$ cat src/rtl/sync_fifo_flags_if.sv
// rtl/sync_fifo_flags_if.sv - producer/consumer bundle for sync_fifo_flags
interface sync_fifo_flags_if #(
    parameter int DATA_WIDTH = 8,
    parameter int DEPTH      = 16
);
    localparam int ADDR_W = $clog2(DEPTH);

    logic                  flush;
    logic                  write_en;
    logic [DATA_WIDTH-1:0] data_in;
    logic                  read_en;
    logic [DATA_WIDTH-1:0] data_out;
    logic                  rd_valid;
    logic                  empty;
    logic                  full;
    logic                  almost_empty;
    logic                  almost_full;
    logic [ADDR_W:0]       count;
    logic                  overflow;
    logic                  underflow;
    logic                  clear_err;

    modport master (
        output flush, write_en, data_in, read_en, clear_err,
        input  data_out, rd_valid, empty, full, almost_empty, almost_full,
               count, overflow, underflow
    );

    modport slave (
        input  flush, write_en, data_in, read_en, clear_err,
        output data_out, rd_valid, empty, full, almost_empty, almost_full,
               count, overflow, underflow
    );
endinterface

$ cat src/rtl/sync_fifo_flags.sv
// rtl/sync_fifo_flags.sv - parametrised single-clock FIFO with status/error flags
// Define FIFO_FWFT_EN for a first-word-fall-through read port; otherwise the read port is registered.
module sync_fifo_flags #(
    parameter int DATA_WIDTH = 8,
    parameter int DEPTH      = 16,
    parameter int AF_THRESH  = DEPTH - 2,
    parameter int AE_THRESH  = 2
) (
    input logic              clk,
    input logic              reset,
    sync_fifo_flags_if.slave bus
);
    localparam int ADDR_W = $clog2(DEPTH);
    localparam logic [ADDR_W:0] PTR_ONE = 1;
    localparam logic [ADDR_W:0] AF_T    = (ADDR_W + 1)'(AF_THRESH);
    localparam logic [ADDR_W:0] AE_T    = (ADDR_W + 1)'(AE_THRESH);

    logic [DATA_WIDTH-1:0] mem [DEPTH];
    logic [ADDR_W:0]       wr_ptr;
    logic [ADDR_W:0]       rd_ptr;
    logic [ADDR_W:0]       count_w;
    logic                  empty_w;
    logic                  full_w;
    logic                  wr_acc;
    logic                  rd_acc;
    logic                  overflow_q;
    logic                  underflow_q;

    // Flags decode only from registered pointers; the wrap bit separates full from empty.
    assign count_w = wr_ptr - rd_ptr;
    assign empty_w = (wr_ptr == rd_ptr);
    assign full_w  = (wr_ptr[ADDR_W] != rd_ptr[ADDR_W]) &&
                     (wr_ptr[ADDR_W-1:0] == rd_ptr[ADDR_W-1:0]);

    assign wr_acc = bus.write_en && !full_w  && !bus.flush;
    assign rd_acc = bus.read_en  && !empty_w && !bus.flush;

    always_ff @(posedge clk) begin
        if (reset || bus.flush) begin
            wr_ptr <= '0;
            rd_ptr <= '0;
        end else begin
            if (wr_acc) wr_ptr <= wr_ptr + PTR_ONE;
            if (rd_acc) rd_ptr <= rd_ptr + PTR_ONE;
        end
    end

    always_ff @(posedge clk) begin
        if (wr_acc && !reset) mem[wr_ptr[ADDR_W-1:0]] <= bus.data_in;
    end

    // A set event in the same cycle as clear_err wins; flush suppresses set events.
    always_ff @(posedge clk) begin
        if (reset) begin
            overflow_q  <= 1'b0;
            underflow_q <= 1'b0;
        end else begin
            if (!bus.flush && bus.write_en && full_w) overflow_q <= 1'b1;
            else if (bus.clear_err)                   overflow_q <= 1'b0;
            if (!bus.flush && bus.read_en && empty_w) underflow_q <= 1'b1;
            else if (bus.clear_err)                   underflow_q <= 1'b0;
        end
    end

`ifdef FIFO_FWFT_EN
    assign bus.data_out = mem[rd_ptr[ADDR_W-1:0]];
    assign bus.rd_valid = !empty_w;
`else
    logic [DATA_WIDTH-1:0] data_out_q;
    logic                  rd_valid_q;

    // data_out holds its last word when no read is accepted.
    always_ff @(posedge clk) begin
        if (reset) begin
            data_out_q <= '0;
            rd_valid_q <= 1'b0;
        end else if (bus.flush) begin
            rd_valid_q <= 1'b0;
        end else begin
            rd_valid_q <= rd_acc;
            if (rd_acc) data_out_q <= mem[rd_ptr[ADDR_W-1:0]];
        end
    end

    assign bus.data_out = data_out_q;
    assign bus.rd_valid = rd_valid_q;
`endif

    assign bus.count        = count_w;
    assign bus.empty        = empty_w;
    assign bus.full         = full_w;
    assign bus.almost_empty = (count_w <= AE_T);
    assign bus.almost_full  = (count_w >= AF_T);
    assign bus.overflow     = overflow_q;
    assign bus.underflow    = underflow_q;
endmodule

$ cat src/flat_wrapper.sv
// flat-port wrapper written by rule: the top's interface ports become plain ports
module sync_fifo_flags_flat 
#(
    parameter int DATA_WIDTH = 8,
    parameter int DEPTH      = 16,
    parameter int AF_THRESH  = DEPTH - 2,
    parameter int AE_THRESH  = 2
)
  (clk, reset, bus_flush, bus_write_en, bus_data_in, bus_read_en, bus_clear_err, bus_data_out, bus_rd_valid, bus_empty, bus_full, bus_almost_empty, bus_almost_full, bus_count, bus_overflow, bus_underflow);
  sync_fifo_flags_if #(.DATA_WIDTH(DATA_WIDTH), .DEPTH(DEPTH)) bus_i ();
  input logic clk;
  input logic reset;
  input wire logic [$bits(bus_i.flush)-1:0] bus_flush;
  input wire logic [$bits(bus_i.write_en)-1:0] bus_write_en;
  input wire logic [$bits(bus_i.data_in)-1:0] bus_data_in;
  input wire logic [$bits(bus_i.read_en)-1:0] bus_read_en;
  input wire logic [$bits(bus_i.clear_err)-1:0] bus_clear_err;
  output wire logic [$bits(bus_i.data_out)-1:0] bus_data_out;
  output wire logic [$bits(bus_i.rd_valid)-1:0] bus_rd_valid;
  output wire logic [$bits(bus_i.empty)-1:0] bus_empty;
  output wire logic [$bits(bus_i.full)-1:0] bus_full;
  output wire logic [$bits(bus_i.almost_empty)-1:0] bus_almost_empty;
  output wire logic [$bits(bus_i.almost_full)-1:0] bus_almost_full;
  output wire logic [$bits(bus_i.count)-1:0] bus_count;
  output wire logic [$bits(bus_i.overflow)-1:0] bus_overflow;
  output wire logic [$bits(bus_i.underflow)-1:0] bus_underflow;
  assign bus_i.flush = bus_flush;
  assign bus_i.write_en = bus_write_en;
  assign bus_i.data_in = bus_data_in;
  assign bus_i.read_en = bus_read_en;
  assign bus_i.clear_err = bus_clear_err;
  assign bus_data_out = bus_i.data_out;
  assign bus_rd_valid = bus_i.rd_valid;
  assign bus_empty = bus_i.empty;
  assign bus_full = bus_i.full;
  assign bus_almost_empty = bus_i.almost_empty;
  assign bus_almost_full = bus_i.almost_full;
  assign bus_count = bus_i.count;
  assign bus_overflow = bus_i.overflow;
  assign bus_underflow = bus_i.underflow;
  sync_fifo_flags #(.DATA_WIDTH(DATA_WIDTH), .DEPTH(DEPTH), .AF_THRESH(AF_THRESH), .AE_THRESH(AE_THRESH)) u_core (.clk(clk), .reset(reset), .bus(bus_i));
endmodule
$ cat config.mk
export PLATFORM = sky130hd
export DESIGN_NAME = sync_fifo_flags_flat
export DESIGN_NICKNAME = d
export VERILOG_FILES = /design/src/rtl/sync_fifo_flags_if.sv /design/src/rtl/sync_fifo_flags.sv /design/src/flat_wrapper.sv
export SDC_FILE = /design/constraint.sdc
export NUM_CORES = 1
export LEC_CHECK = 0
export ABC_AREA = 1
export BUFFER_PORTS_ARGS = -buffer_cell sky130_fd_sc_hd__buf_2
export CAP_MARGIN = 5
export CORE_MARGIN = 8
export CORE_UTILIZATION = 52
export DETAILED_ROUTE_END_ITERATION = 12
export GPL_TIMING_DRIVEN = 0
export PLACE_DENSITY = 0.75
export SLEW_MARGIN = 20
export SYNTH_ARGS = -nofsm -noshare
export SYNTH_HDL_FRONTEND = slang
export SYNTH_SLANG_ARGS = --single-unit
$ cat constraint.sdc
create_clock -name clk -period 3.1 [get_ports clk]
set_clock_uncertainty 0.2 [all_clocks]
set_input_delay 0 -clock clk [delete_from_list [all_inputs] [get_ports clk]]
set_output_delay 0 -clock clk [all_outputs]
set_load 0.01 [all_outputs]
Yosys cells after proc, flatten, opt, wreduce, memory -nomap -nowiden
Memories as Yosys holds them, arrays and structs flattened. A register that Yosys moved wholly into a read port is not among the register bits.
Index checks and enable logic that the tools add are counted.
Widths: inputs -> output; s select.
{"block": "op_classes", "n_addsub": 3, "magnitude_cmp": 2, "eq_ne": 3, "muxes": 5, "n_bitwise": 1, "reduce_logical": 19}
{"cell": "$add 5x1->5 const B", "n": 2}
{"cell": "$logic_and 1x1->1", "n": 10}
{"cell": "$eq 5x5->1", "n": 1}
{"cell": "$ge 5x4->1 const B", "n": 1}
{"cell": "$le 5x2->1 const B", "n": 1}
{"cell": "$mux 1", "n": 5}
{"cell": "$sub 5x5->5", "n": 1}
{"cell": "$eq 4x4->1", "n": 1}
{"cell": "$logic_not 1->1", "n": 4}
{"cell": "$reduce_bool 2->1", "n": 2}
{"cell": "$reduce_and 2->1", "n": 1}
{"cell": "$reduce_or 2->1", "n": 1}
{"cell": "$logic_or 1x1->1", "n": 1}
{"cell": "$ne 1x1->1", "n": 1}
{"cell": "$not 1->1", "n": 1}
{"block": "word_totals", "regBits": 13, "mem_bits_rw": 128, "in_bits": 14, "out_inout_bits": 20, "elab_cells": 39, "n_memories": 1}
{"memory": "u_core.mem", "words": 16, "word_bits": 8, "rd": 1, "rd_clocked_by_memory_dff": 1, "wr": 1, "line": "sync_fifo_flags.sv:18", "rtl": "logic [DATA_WIDTH-1:0] mem [DEPTH];"}

Logic depth before layout (Yosys ltp)
Gate-level depths: netlist of run 1.
{"block": "depth", "word_depth": 8, "depth_mapped": 13}

Least setup slack after synthesis of run 1
Ideal clock, no wire load.
{"block": "synth_path", "kind": "register to register", "from": "register u_core.rd_ptr[1]", "to": "memory u_core.mem[0][0], enable pin", "setup_ns": 0.370, "arrival_ns": 1.931, "t_required_ns": 2.530, "setup_slack_ns": 0.599, "stages_incl_launch_ff": 12, "period_less_slack_ns": 2.501, "cell_sequence": "dfxtp_1 buf_2 inv_2 buf_2 ha_1 nand2_2 nor2_4 nand3_2 nand2_2 nor2_2 nand2_1 nor2_1"}
{"block": "synth_between", "elab_chain_cells": 8}
{"item": "start, declared", "line": "sync_fifo_flags.sv:20", "rtl": "logic [ADDR_W:0] rd_ptr;"}
{"item": "start signal, assigned", "line": "sync_fifo_flags.sv:44", "rtl": "if (rd_acc) rd_ptr <= rd_ptr + PTR_ONE;"}
{"item": "$eq 4x4->1", "line": "sync_fifo_flags.sv:33", "rtl": "(wr_ptr[ADDR_W-1:0] == rd_ptr[ADDR_W-1:0]);"}
{"item": "$logic_and 1x1->1", "line": "sync_fifo_flags.sv:32", "rtl": "assign full_w = (wr_ptr[ADDR_W] != rd_ptr[ADDR_W]) &&"}
{"item": "$logic_not 1->1", "line": "sync_fifo_flags.sv:35", "rtl": "assign wr_acc = bus.write_en && !full_w && !bus.flush;"}
{"item": "$logic_and 1x1->1 (2 in series)", "line": "sync_fifo_flags.sv:35"}
{"item": "$logic_and 1x1->1", "line": "sync_fifo_flags.sv:49", "rtl": "if (wr_acc && !reset) mem[wr_ptr[ADDR_W-1:0]] <= bus.data_in;"}
{"item": "$mux 1", "line": "sync_fifo_flags.sv:49"}
{"item": "$mux 1 (implied by the code)", "line": "sync_fifo_flags.sv:49"}
{"item": "end, declared", "line": "sync_fifo_flags.sv:18"}
Every way passes these cells.

Worst setup path in the final report of run 1
{"block": "layout_path", "from": "register u_core.rd_ptr[1]", "to": "memory u_core.mem[14][6], enable pin"}
The elaborated chain is that of the path after synthesis.

==> results of run 1 <==
==> metal layers <==
layer	vias up	GRT usage [%]	wire [um]
li1	2283	-	-
met1	2291	24.0	6210
met2	191	33.9	7890
met3	31	4.01	1090
met4	0	8.85	389
met5	-	0	0
==> registers in the layout (all words and copies together), names as in the netlist <==
name / count
u_core.mem: 128
u_core.bus.underflow: 1
u_core.wr_ptr: 5
u_core.bus.data_out: 8
u_core.bus.overflow: 1
u_core.bus.rd_valid: 1
u_core.rd_ptr: 5
==> synth_stat cells (all sizes together) <==
cell,instances
xor2,8
nand2,186
a21oi,31
fa,1
clkbuf,3
buf,23
o21bai,1
ha,9
o21ai,13
clkinv,1
nand4,1
dfxtp,21
inv,102
nor2,32
edfxtp,128
nand3,97
==> logic make-up after synthesis <==
family / Yosys count / synth area share, %
buf+inv: 129 / 8.26
xor+xnor: 8 / 1.06
flops: 149 / 64.7
fa+ha+maj: 10 / 2.01
compound gates: 45 / 3.51
simple gates: 316 / 20.4
==> cell type report <==
cell class | instances | area [sq um]
inverters | 103 | 389
multi-input cells | 379 | 1850
flip-flops and latches | 149 | 4260
repair buffers | 48 | 315
fillers | 1006 | 4770
clock inverters | 15 | 133
plain buffers | 26 | 155
well taps | 172 | 215
clock buffers | 17 | 425
==> critical path, stage by stage, from the launching register on <==
cell     delay (ns)
dfxtp_1        0.33
buf_2          0.21
inv_2          0.11
buf_2          0.22
ha_1           0.33
nand2_2        0.10
nor2_4         0.05
nand3_2        0.09
nand2_2        0.13
nor2_2         0.16
nand2_1        0.20
nor2_1         0.61
==> how the worst min path moves through the flow <==
stage               start              endpoint
floorplan           reset   u_core.bus.overflow
global placement    reset  u_core.bus.underflow
detailed placement  reset   u_core.bus.overflow
CTS                 reset   u_core.bus.rd_valid
global route        reset   u_core.bus.rd_valid
finish              reset   u_core.bus.rd_valid
==> report_power, final <==
group | internal [mW] | total, mW | switching (mW)
clock | 1.11 | 1.94 | 0.829
combinational | 0.0503 | 0.156 | 0.105
sequential | 2.18 | 2.19 | 0.00620
total | 3.34 | 4.28 | 0.940
==> timing repair <==
item / CTS / global route
buffers inserted: 0 / 0
pin swaps: 0 / 0
gates resized for setup: 6 / 15
endpoints found under the hold margin: 149 / 0
setup endpoints to repair: 35 / 104
hold buffers: 15 / 0
==> through the flow <==
step / total power, mW / TNS, ns / setup slack [ns] / util [%] / hold WS [ns]
6_report: 4.28 / -0.117 / -0.0165 / 61.9 / 0.227
5_1_grt: 4.38 / -5.02 / -0.210 / 61.9 / 0.272
4_1_cts: 4.28 / -0.218 / -0.0152 / 61.5 / 0.182
3_5_place_dp: 2.37 / -0.657 / -0.0658 / 55.7 / 0.0660
3_3_place_gp: 2.36 / 0 / 0.0171 / 55.7 / 0.0597
2_1_floorplan: 2.30 / 0 / 0.599 / - / -0.131
==> flow_metrics.py, run 1 <==
metrics = {
    "route": {
        "antenna_left": 0,
        "drt_wl_total_um": 15600,
        "drc_errors": 0,
        "drt-initial-drc-count": 434,
        "wl_per_cell_um": 17.1,
        "dr.pass1.iters": 5,
        "vias": 4796,
        "viasPerCell": 5.28,
    },
    "yosys": {
        "synth_top_area_share_pct": 58.3,
        "synth.net_count": 681,
        "synth_largest_area_cell": "edfxtp_1",
        "netlist_instances": 657,
        "syn_area_per_cell_sq_um": 10.0,
        "yosys_warnings": 0,
        "ys_seq_elements": 149,
        "seq_area_frac_synth_pct": 64.7,
        "yosysUniqueCellTypes": 27,
        "syn_area_sq_um": 6590,
        "synth_area_leaders": "edfxtp_1 58%, nand2_1 10%, nand3_1 7.2%",
    },
    "global_routing": {
        "grt_pass1_wl_um": 24600,
        "grt_pass1_vias": 4758,
        "antenna_found_initial": 0,
        "grt_start_max_net_pins": 17,
        "grt_overflow": 0,
        "grt_usage_pct": 19.9,
    },
    "cells_and_area": {
        "num_antenna_cells": 0,
        "final_layout_size_suffix_gt1_share_pct": 15.2,
        "area_growth_pct": 17.6,
        "stdcell_count": 909,
        "final_cell_mix": "181 x nand2_1, 128 x edfxtp_1, 98 x inv_1",
        "final_area_sq_um": 7750,
        "final_common_cell": "nand2_1",
        "nNetsFinal": 748,
    },
    "placement": {
        "dpl.hpwl_um": 10500,
        "dpl_cell_area_sq_um": 6970,
        "finalWeightedCongestion": 0.899,
        "numPlacedInstances": 862,
        "io_buffer_count": 33,
    },
    "timing": {
        "finalHoldViolCount": 0,
        "slew_viol_final": 0,
        "fmax_mhz": 321,
        "worst_slew_pin_slew_ns": 0.710,
        "fin_crit_ns": 3.12,
        "setup_violations": 8,
        "relSlewSlack_pct": 52.5,
        "rsz0062_at_grt": "yes",
        "fin_crit_sh_pct": 101,
        "worst_slack_ns": -0.0165,
    },
    "setup_path": {
        "critical_path_class": "reg -> reg",
        "critPathCaptureType": "flip-flop",
        "arrival_ns": 2.97,
        "rr_worst_depth": 11,
        "critPathRequiredTime_ns": 2.95,
        "critPathLaunchType": "flip-flop",
        "critPathMaxFanout": 11,
        "r2r-end": "u_core.mem[14][6]",
        "r2r_slack_ns": -0.02,
        "cp-endpoint": "u_core.mem[14][6]",
        "crit_start": "u_core.rd_ptr[1]",
        "r2r_start": "u_core.rd_ptr[1]",
    },
    "hold_path": {
        "hold_class": "in -> reg",
        "hold_depth": 3,
    },
    "outcome": {
        "violations": "negative setup slack",
        "status": "finished with violations",
    },
    "power_and_ir_drop": {
        "leakagePower_nw": 3.23,
        "ir_worst_vdd_uv": 297,
        "power_density_nw_per_um2": 553,
    },
    "floorplan": {
        "core_area_sq_um": 12500,
        "die_w_um": 129,
        "start_util_pct": 52.6,
        "dieArea_sq_um": 16500,
        "row_count": 41,
        "ioPinCount": 34,
        "die-height_um": 129,
    },
    "cts": {
        "clk_pin_slew_ns": 0.06,
        "cts_tree": "built",
        "h-tree-depth": 4,
        "clk_latency_ns": 0.42,
        "cts.sinks": 149,
        "numCtsBuffers": 17,
        "cts_root_buf": "clkbuf_16",
        "cts.path.max_buffers": 2,
    },
    "run": {
        "cap_violations": 0,
    },
}
Power figures use the tool's default switching activity.
==> inputs of run 2 (changes only) <==
- CORE_ASPECT_RATIO: default -> 2
==> run 2 against run 1 <==
Net effect: the flow still finishes with violations (negative setup slack); utilization rose by 0.21 points; routed wire length decreased by 0.29%; via count is 1.7% lower; critical path type unchanged; largest cell class unchanged; highest routed layer unchanged.
==> flow_metrics.py, run 2 (same netlist as run 1, synthesis figures left out) <==
metrics = {
    "cts": {
        "cts.path.max_buffers": 2,
        "post_cts_buffers": 0,
        "numCtsBuffers": 17,
        "clk_latency_ns": 0.42,
        "h-tree-depth": 4,
        "cts_tree": "built",
        "cts_root_buf": "clkbuf_16",
        "cts.sinks": 149,
        "clk_pin_slew_ns": 0.06,
    },
    "hold_path": {
        "hold_class": "in -> reg",
    },
    "route": {
        "antenna_left": 0,
        "dr_wl_met3_um": 729,
        "drc_errors": 0,
        "dr.pass1.iters": 5,
        "drt_wl_total_um": 15500,
        "drt-initial-drc-count": 392,
        "vias": 4714,
        "viasPerCell": 5.32,
        "wl_met2_um": 8550,
        "wl_per_cell_um": 17.5,
        "top_layer": "met4",
        "drt-met1-wl_um": 5620,
    },
    "setup_path": {
        "r2r_start": "u_core.rd_ptr[1]",
        "critPathCaptureType": "flip-flop",
        "critPathLaunchType": "flip-flop",
        "arrival_ns": 2.99,
        "critPathRequiredTime_ns": 2.94,
        "cp_slowest_stage_delay_ns": 0.65,
        "crit_chain": "buf_2 -> inv_2 -> buf_2 -> ha_1 -> nand2_2 -> nor2_4 -> nand3_2 -> nand2_2 -> nor2_2 -> nand2_1 -> nor2_1",
        "critPathMaxFanout": 11,
        "critical_path_class": "reg -> reg",
        "r2r-end": "u_core.mem[6][2]",
        "cp-endpoint": "u_core.mem[6][2]",
        "crit_slowest_cell": "nor2_1",
        "r2r_slack_ns": -0.05,
        "rr_worst_depth": 11,
        "crit_start": "u_core.rd_ptr[1]",
    },
    "cells_and_area": {
        "final_layout_size_suffix_gt1_share_pct": 15.1,
        "final_cell_mix": "181 x nand2_1, 128 x edfxtp_1, 98 x inv_1",
        "largest_reg_flops": 128,
        "regArea_sq_um": 4260,
        "fillCellCount": 997,
        "nNetsFinal": 748,
        "area_growth_pct": 17.7,
        "final_common_cell": "nand2_1",
        "multiInputGateArea_sq_um": 1850,
        "num_antenna_cells": 0,
        "stdcell_count": 886,
    },
    "global_routing": {
        "grt_pass1_vias": 4978,
        "grt_usage_pct": 19.6,
        "antenna_found_initial": 0,
        "grt_overflow": 0,
        "grt_start_max_net_pins": 17,
        "grt_pass1_wl_um": 24400,
    },
    "timing": {
        "fmax_mhz": 318,
        "relSlewSlack_pct": 47.8,
        "fin_crit_sh_pct": 101,
        "slew_viol_final": 0,
        "rsz0062_at_grt": "yes",
        "setup_violations": 16,
        "finalHoldViolCount": 0,
        "worst_slack_ns": -0.0452,
        "whs_ns": 0.185,
        "worst_slew_pin_slew_ns": 0.780,
        "fin_crit_ns": 3.15,
    },
    "power_and_ir_drop": {
        "internal_power_mw": 3.49,
        "seqPwrFrac_pct": 50.1,
        "netSwitchingPower_mw": 0.876,
        "leakagePower_nw": 3.23,
        "switching_share_pct": 20.0,
        "ir_worst_vdd_uv": 438,
        "power_density_nw_per_um2": 563,
        "finalPower_mw": 4.37,
        "p_comb_share_pct": 3.6,
        "clkPwrFrac_pct": 46.3,
    },
    "placement": {
        "dpl.hpwl_um": 10700,
        "numPlacedInstances": 840,
        "io_buffer_count": 33,
        "finalWeightedCongestion": 0.876,
    },
    "floorplan": {
        "dieArea_sq_um": 16700,
        "core_area_sq_um": 12500,
        "die_w_um": 95.6,
        "row_count": 58,
        "start_util_pct": 52.8,
        "die-height_um": 175,
        "ioPinCount": 34,
    },
    "outcome": {
        "status": "finished with violations",
        "violations": "negative setup slack",
    },
    "run": {
        "cap_violations": 0,
    },
}
## run 2: cell types whose count changed in the layout (fill, tap and decap cells not counted)
cell / before / now
clkbuf_1: 3 / 5
bufinv_16: 1 / 3
inv_8: 2 / 0
clkinv_4: 3 / 2
clkinv_1: 3 / 1
clkinv_2: 3 / 1
inv_6: 1 / 0
clkinvlp_4: 3 / 6
## run 2: power groups by stage
stage	sequential (mW)	clock, mW	combinational [mW]
6_report	2.19	2.02	0.157
5_1_grt	2.19	2.11	0.170
3_3_place_gp	2.23	0	0.134
2_1_floorplan	2.23	0	0.0649
3_5_place_dp	2.23	0	0.139
4_1_cts	2.19	2.04	0.154
## run 2: final cells by class
| cell class | count | area share (%) |
|---|---|---|
| multi-input cells | 379 | 23.9 |
| plain buffers | 26 | 2.00 |
| repair buffers | 48 | 4.07 |
| flip-flops and latches | 149 | 55.0 |
| clock buffers | 19 | 5.58 |
| clock inverters | 12 | 2.03 |
| well taps | 150 | 2.42 |
| inverters | 103 | 5.02 |
## run 2: how the worst min path moves through the flow
stage               start                    to  slack, ns  cells after the start
floorplan           reset   u_core.bus.overflow      -0.13                      1
global placement    reset   u_core.bus.overflow       0.05                      2
detailed placement  reset  u_core.bus.underflow       0.06                      2
CTS                 reset   u_core.bus.rd_valid       0.17                      3
global route        reset   u_core.bus.rd_valid       0.20                      3
finish              reset   u_core.bus.rd_valid       0.19                      3
## run 2: critical path, delay by kind of cell (launching register included)
kind | cells | cell delay (ns)
adders and majority gates | 1 | 0.29
buffers and inverters | 3 | 0.59
DFF | 1 | 0.30
and+or+nand+nor | 7 | 1.38
## run 2: per-stage QoR
stage / utilization (%) / TNS, ns / setup WS [ns] / cell area (sq um)
6_report: 62.1 / -0.371 / -0.0452 / 7760
5_1_grt: 62.1 / -4.67 / -0.201 / 7760
4_1_cts: 61.6 / 0 / 0.00566 / 7690
3_5_place_dp: 55.6 / -0.284 / -0.0360 / 6940
3_3_place_gp: 55.6 / 0 / 0.0533 / 6940
2_1_floorplan: - / 0 / 0.599 / 6590
## run 2: metal layers
| metal | global-route usage [%] | vias up |
|---|---|---|
| met4 | 11.9 | 0 |
| met5 | 0 | - |
| met2 | 34.6 | 170 |
| met1 | 20.2 | 2219 |
| met3 | 4.08 | 36 |
| li1 | - | 2289 |
## run 2: what timing repair did
| item | 4_1_cts | 5_1_grt |
|---|---|---|
| hold buffers | 15 | 0 |
| endpoints found under the hold margin | 149 | 0 |
| gates resized for setup | 3 | 18 |
| setup endpoints to repair | 16 | 128 |
| pin swaps | 0 | 0 |
==> inputs of run 3 (changes only) <==
- CORE_MARGIN: 8 -> 5
- CTS_CLUSTER_SIZE: default -> 10
==> run 3 against run 2 <==
Net effect: the run now ends clean; maximum frequency increased by 3.8%; routed wire length decreased by 0.98%; combinational power about the same; worst hold slack improved by 0.0057 ns; global-route usage increased by 2.2 points; critical path depth unchanged; clock-buffer cell count increased by 1; clock power increased by 3%; power increased by 1.3%; cell area increased by 0.35%; critical path type unchanged; largest power group unchanged.
==> flow_metrics.py, run 3 (same netlist as run 1, synthesis figures left out) <==
metrics = {
    "cts": {
        "cts_tree": "built",
        "h-tree-depth": 4,
        "clk_pin_slew_ns": 0.06,
        "post_cts_buffers": 0,
        "clk_latency_ns": 0.41,
        "numCtsBuffers": 17,
        "cts_root_buf": "clkbuf_16",
        "cts.sinks": 149,
        "cts.path.max_buffers": 2,
    },
    "timing": {
        "fmax_mhz": 330,
        "fin_setup_tns_ns": 0,
        "worst_slew_pin_slew_ns": 0.529,
        "worst_slack_ns": 0.0699,
        "fin_crit_sh_pct": 97.7,
        "setup_violations": 0,
        "rsz0062_at_grt": "yes",
        "slew_viol_final": 0,
        "fin_crit_ns": 3.03,
        "finalHoldViolCount": 0,
        "relSlewSlack_pct": 64.7,
    },
    "power_and_ir_drop": {
        "power_density_nw_per_um2": 569,
        "finalPower_mw": 4.43,
        "seqPwrFrac_pct": 49.5,
        "internal_power_mw": 3.54,
        "ir_worst_vdd_uv": 533,
        "switching_share_pct": 20.0,
        "p_comb_share_pct": 3.5,
        "leakagePower_nw": 3.25,
        "netSwitchingPower_mw": 0.885,
        "clkPwrFrac_pct": 47.0,
    },
    "floorplan": {
        "dieArea_sq_um": 15200,
        "start_util_pct": 52.8,
        "die-height_um": 169,
        "ioPinCount": 34,
        "core_area_sq_um": 12500,
        "row_count": 58,
        "die_w_um": 89.6,
    },
    "global_routing": {
        "grt_overflow": 0,
        "grt_pass1_vias": 4896,
        "grt_start_max_net_pins": 17,
        "grt_usage_pct": 21.9,
        "antenna_found_initial": 0,
        "grt_pass1_wl_um": 24400,
    },
    "setup_path": {
        "critPathCaptureType": "flip-flop",
        "critPathRequiredTime_ns": 2.96,
        "critPathLaunchType": "flip-flop",
        "critPathMaxFanout": 11,
        "arrival_ns": 2.89,
        "critical_path_class": "reg -> reg",
    },
    "route": {
        "drt-met1-wl_um": 5500,
        "viasPerCell": 5.40,
        "vias": 4785,
        "drt-initial-drc-count": 478,
        "dr_wl_met3_um": 714,
        "wl_met2_um": 8520,
        "top_layer": "met4",
        "drt_wl_total_um": 15400,
        "wl_per_cell_um": 17.4,
        "antenna_left": 0,
        "drc_errors": 0,
        "dr.pass1.iters": 5,
    },
    "cells_and_area": {
        "final_common_cell": "nand2_1",
        "final_layout_size_suffix_gt1_share_pct": 15.8,
        "largest_reg_flops": 128,
        "final_area_sq_um": 7780,
        "finish.utilization_pct": 62.4,
        "nNetsFinal": 747,
        "multiInputGateArea_sq_um": 1870,
        "fillCellCount": 977,
        "num_antenna_cells": 0,
        "final_cell_mix": "181 x nand2_1, 128 x edfxtp_1, 98 x inv_1",
        "regArea_sq_um": 4260,
        "area_growth_pct": 18.1,
    },
    "hold_path": {
        "hold_class": "in -> reg",
    },
    "placement": {
        "dpl.hpwl_um": 10700,
        "finalWeightedCongestion": 0.863,
        "dpl_cell_area_sq_um": 6940,
        "post-place-ws_ns": -0.0643,
        "io_buffer_count": 33,
    },
    "outcome": {
        "status": "complete, no violations",
    },
    "run": {
        "cap_violations": 0,
    },
}
==> run 3: power groups by stage <==
stage | combinational (mW) | clock, mW | sequential (mW)
2_1_floorplan | 0.0649 | 0 | 2.23
3_3_place_gp | 0.133 | 0 | 2.23
3_5_place_dp | 0.139 | 0 | 2.23
4_1_cts | 0.153 | 2.09 | 2.19
5_1_grt | 0.170 | 2.20 | 2.19
6_report | 0.155 | 2.08 | 2.19
==> run 3: path summary, 6_finish.rpt <==
path / end / depth (start not counted) / start / slack [ns]
worst max-delay path: u_core.mem[1][4] / 11 / u_core.rd_ptr[1] / 0.07
worst max register to register: u_core.mem[1][4] / 11 / u_core.rd_ptr[1] / 0.07
worst min-delay path: u_core.bus.rd_valid / 3 / reset / 0.19
worst min register to register: u_core.wr_ptr[4] / 2 / u_core.wr_ptr[4] / 0.29
==> run 3: layout make-up <==
class | count | share of cell area, %
inverter | 103 | 5.00
tap | 150 | 2.41
buffer | 26 | 1.99
clock inverter | 12 | 1.98
sequential | 149 | 54.8
multi-input combinational | 379 | 24.0
clock buffer | 20 | 5.87
timing repair buffer | 47 | 3.92
==> run 3: repair_timing <==
action,4_1_cts,5_1_grt
cloned,0,0
hold buffers,14,0
setup endpoints to repair,28,120
pin swaps,0,1
endpoints found under the hold margin,149,0
resized for setup,2,24
==> run 3: worst max-delay path: stages (launching register included) <==
cell	delay, ns
dfxtp_1	0.31
buf_2	0.17
inv_2	0.14
buf_2	0.29
ha_1	0.29
nand2_2	0.11
nor2_4	0.06
nand3_2	0.11
nand2_2	0.13
nor2_2	0.16
nand2_1	0.26
nor2_2	0.44
==> run 3: metal layers <==
| metal | track usage (%) | vias up |
|---|---|---|
| met1 | 23.7 | 2294 |
| met4 | 11.8 | 0 |
| met3 | 4.62 | 46 |
| li1 | - | 2276 |
| met5 | 0 | - |
| met2 | 38.4 | 169 |
==> run 3: per-stage QoR <==
step / instances / hold slack (ns)
finish: 886 / 0.191
global route: 886 / 0.218
CTS: 886 / 0.175
detailed placement: 840 / 0.0645
global placement: 840 / 0.0504
floorplan: 657 / -0.131
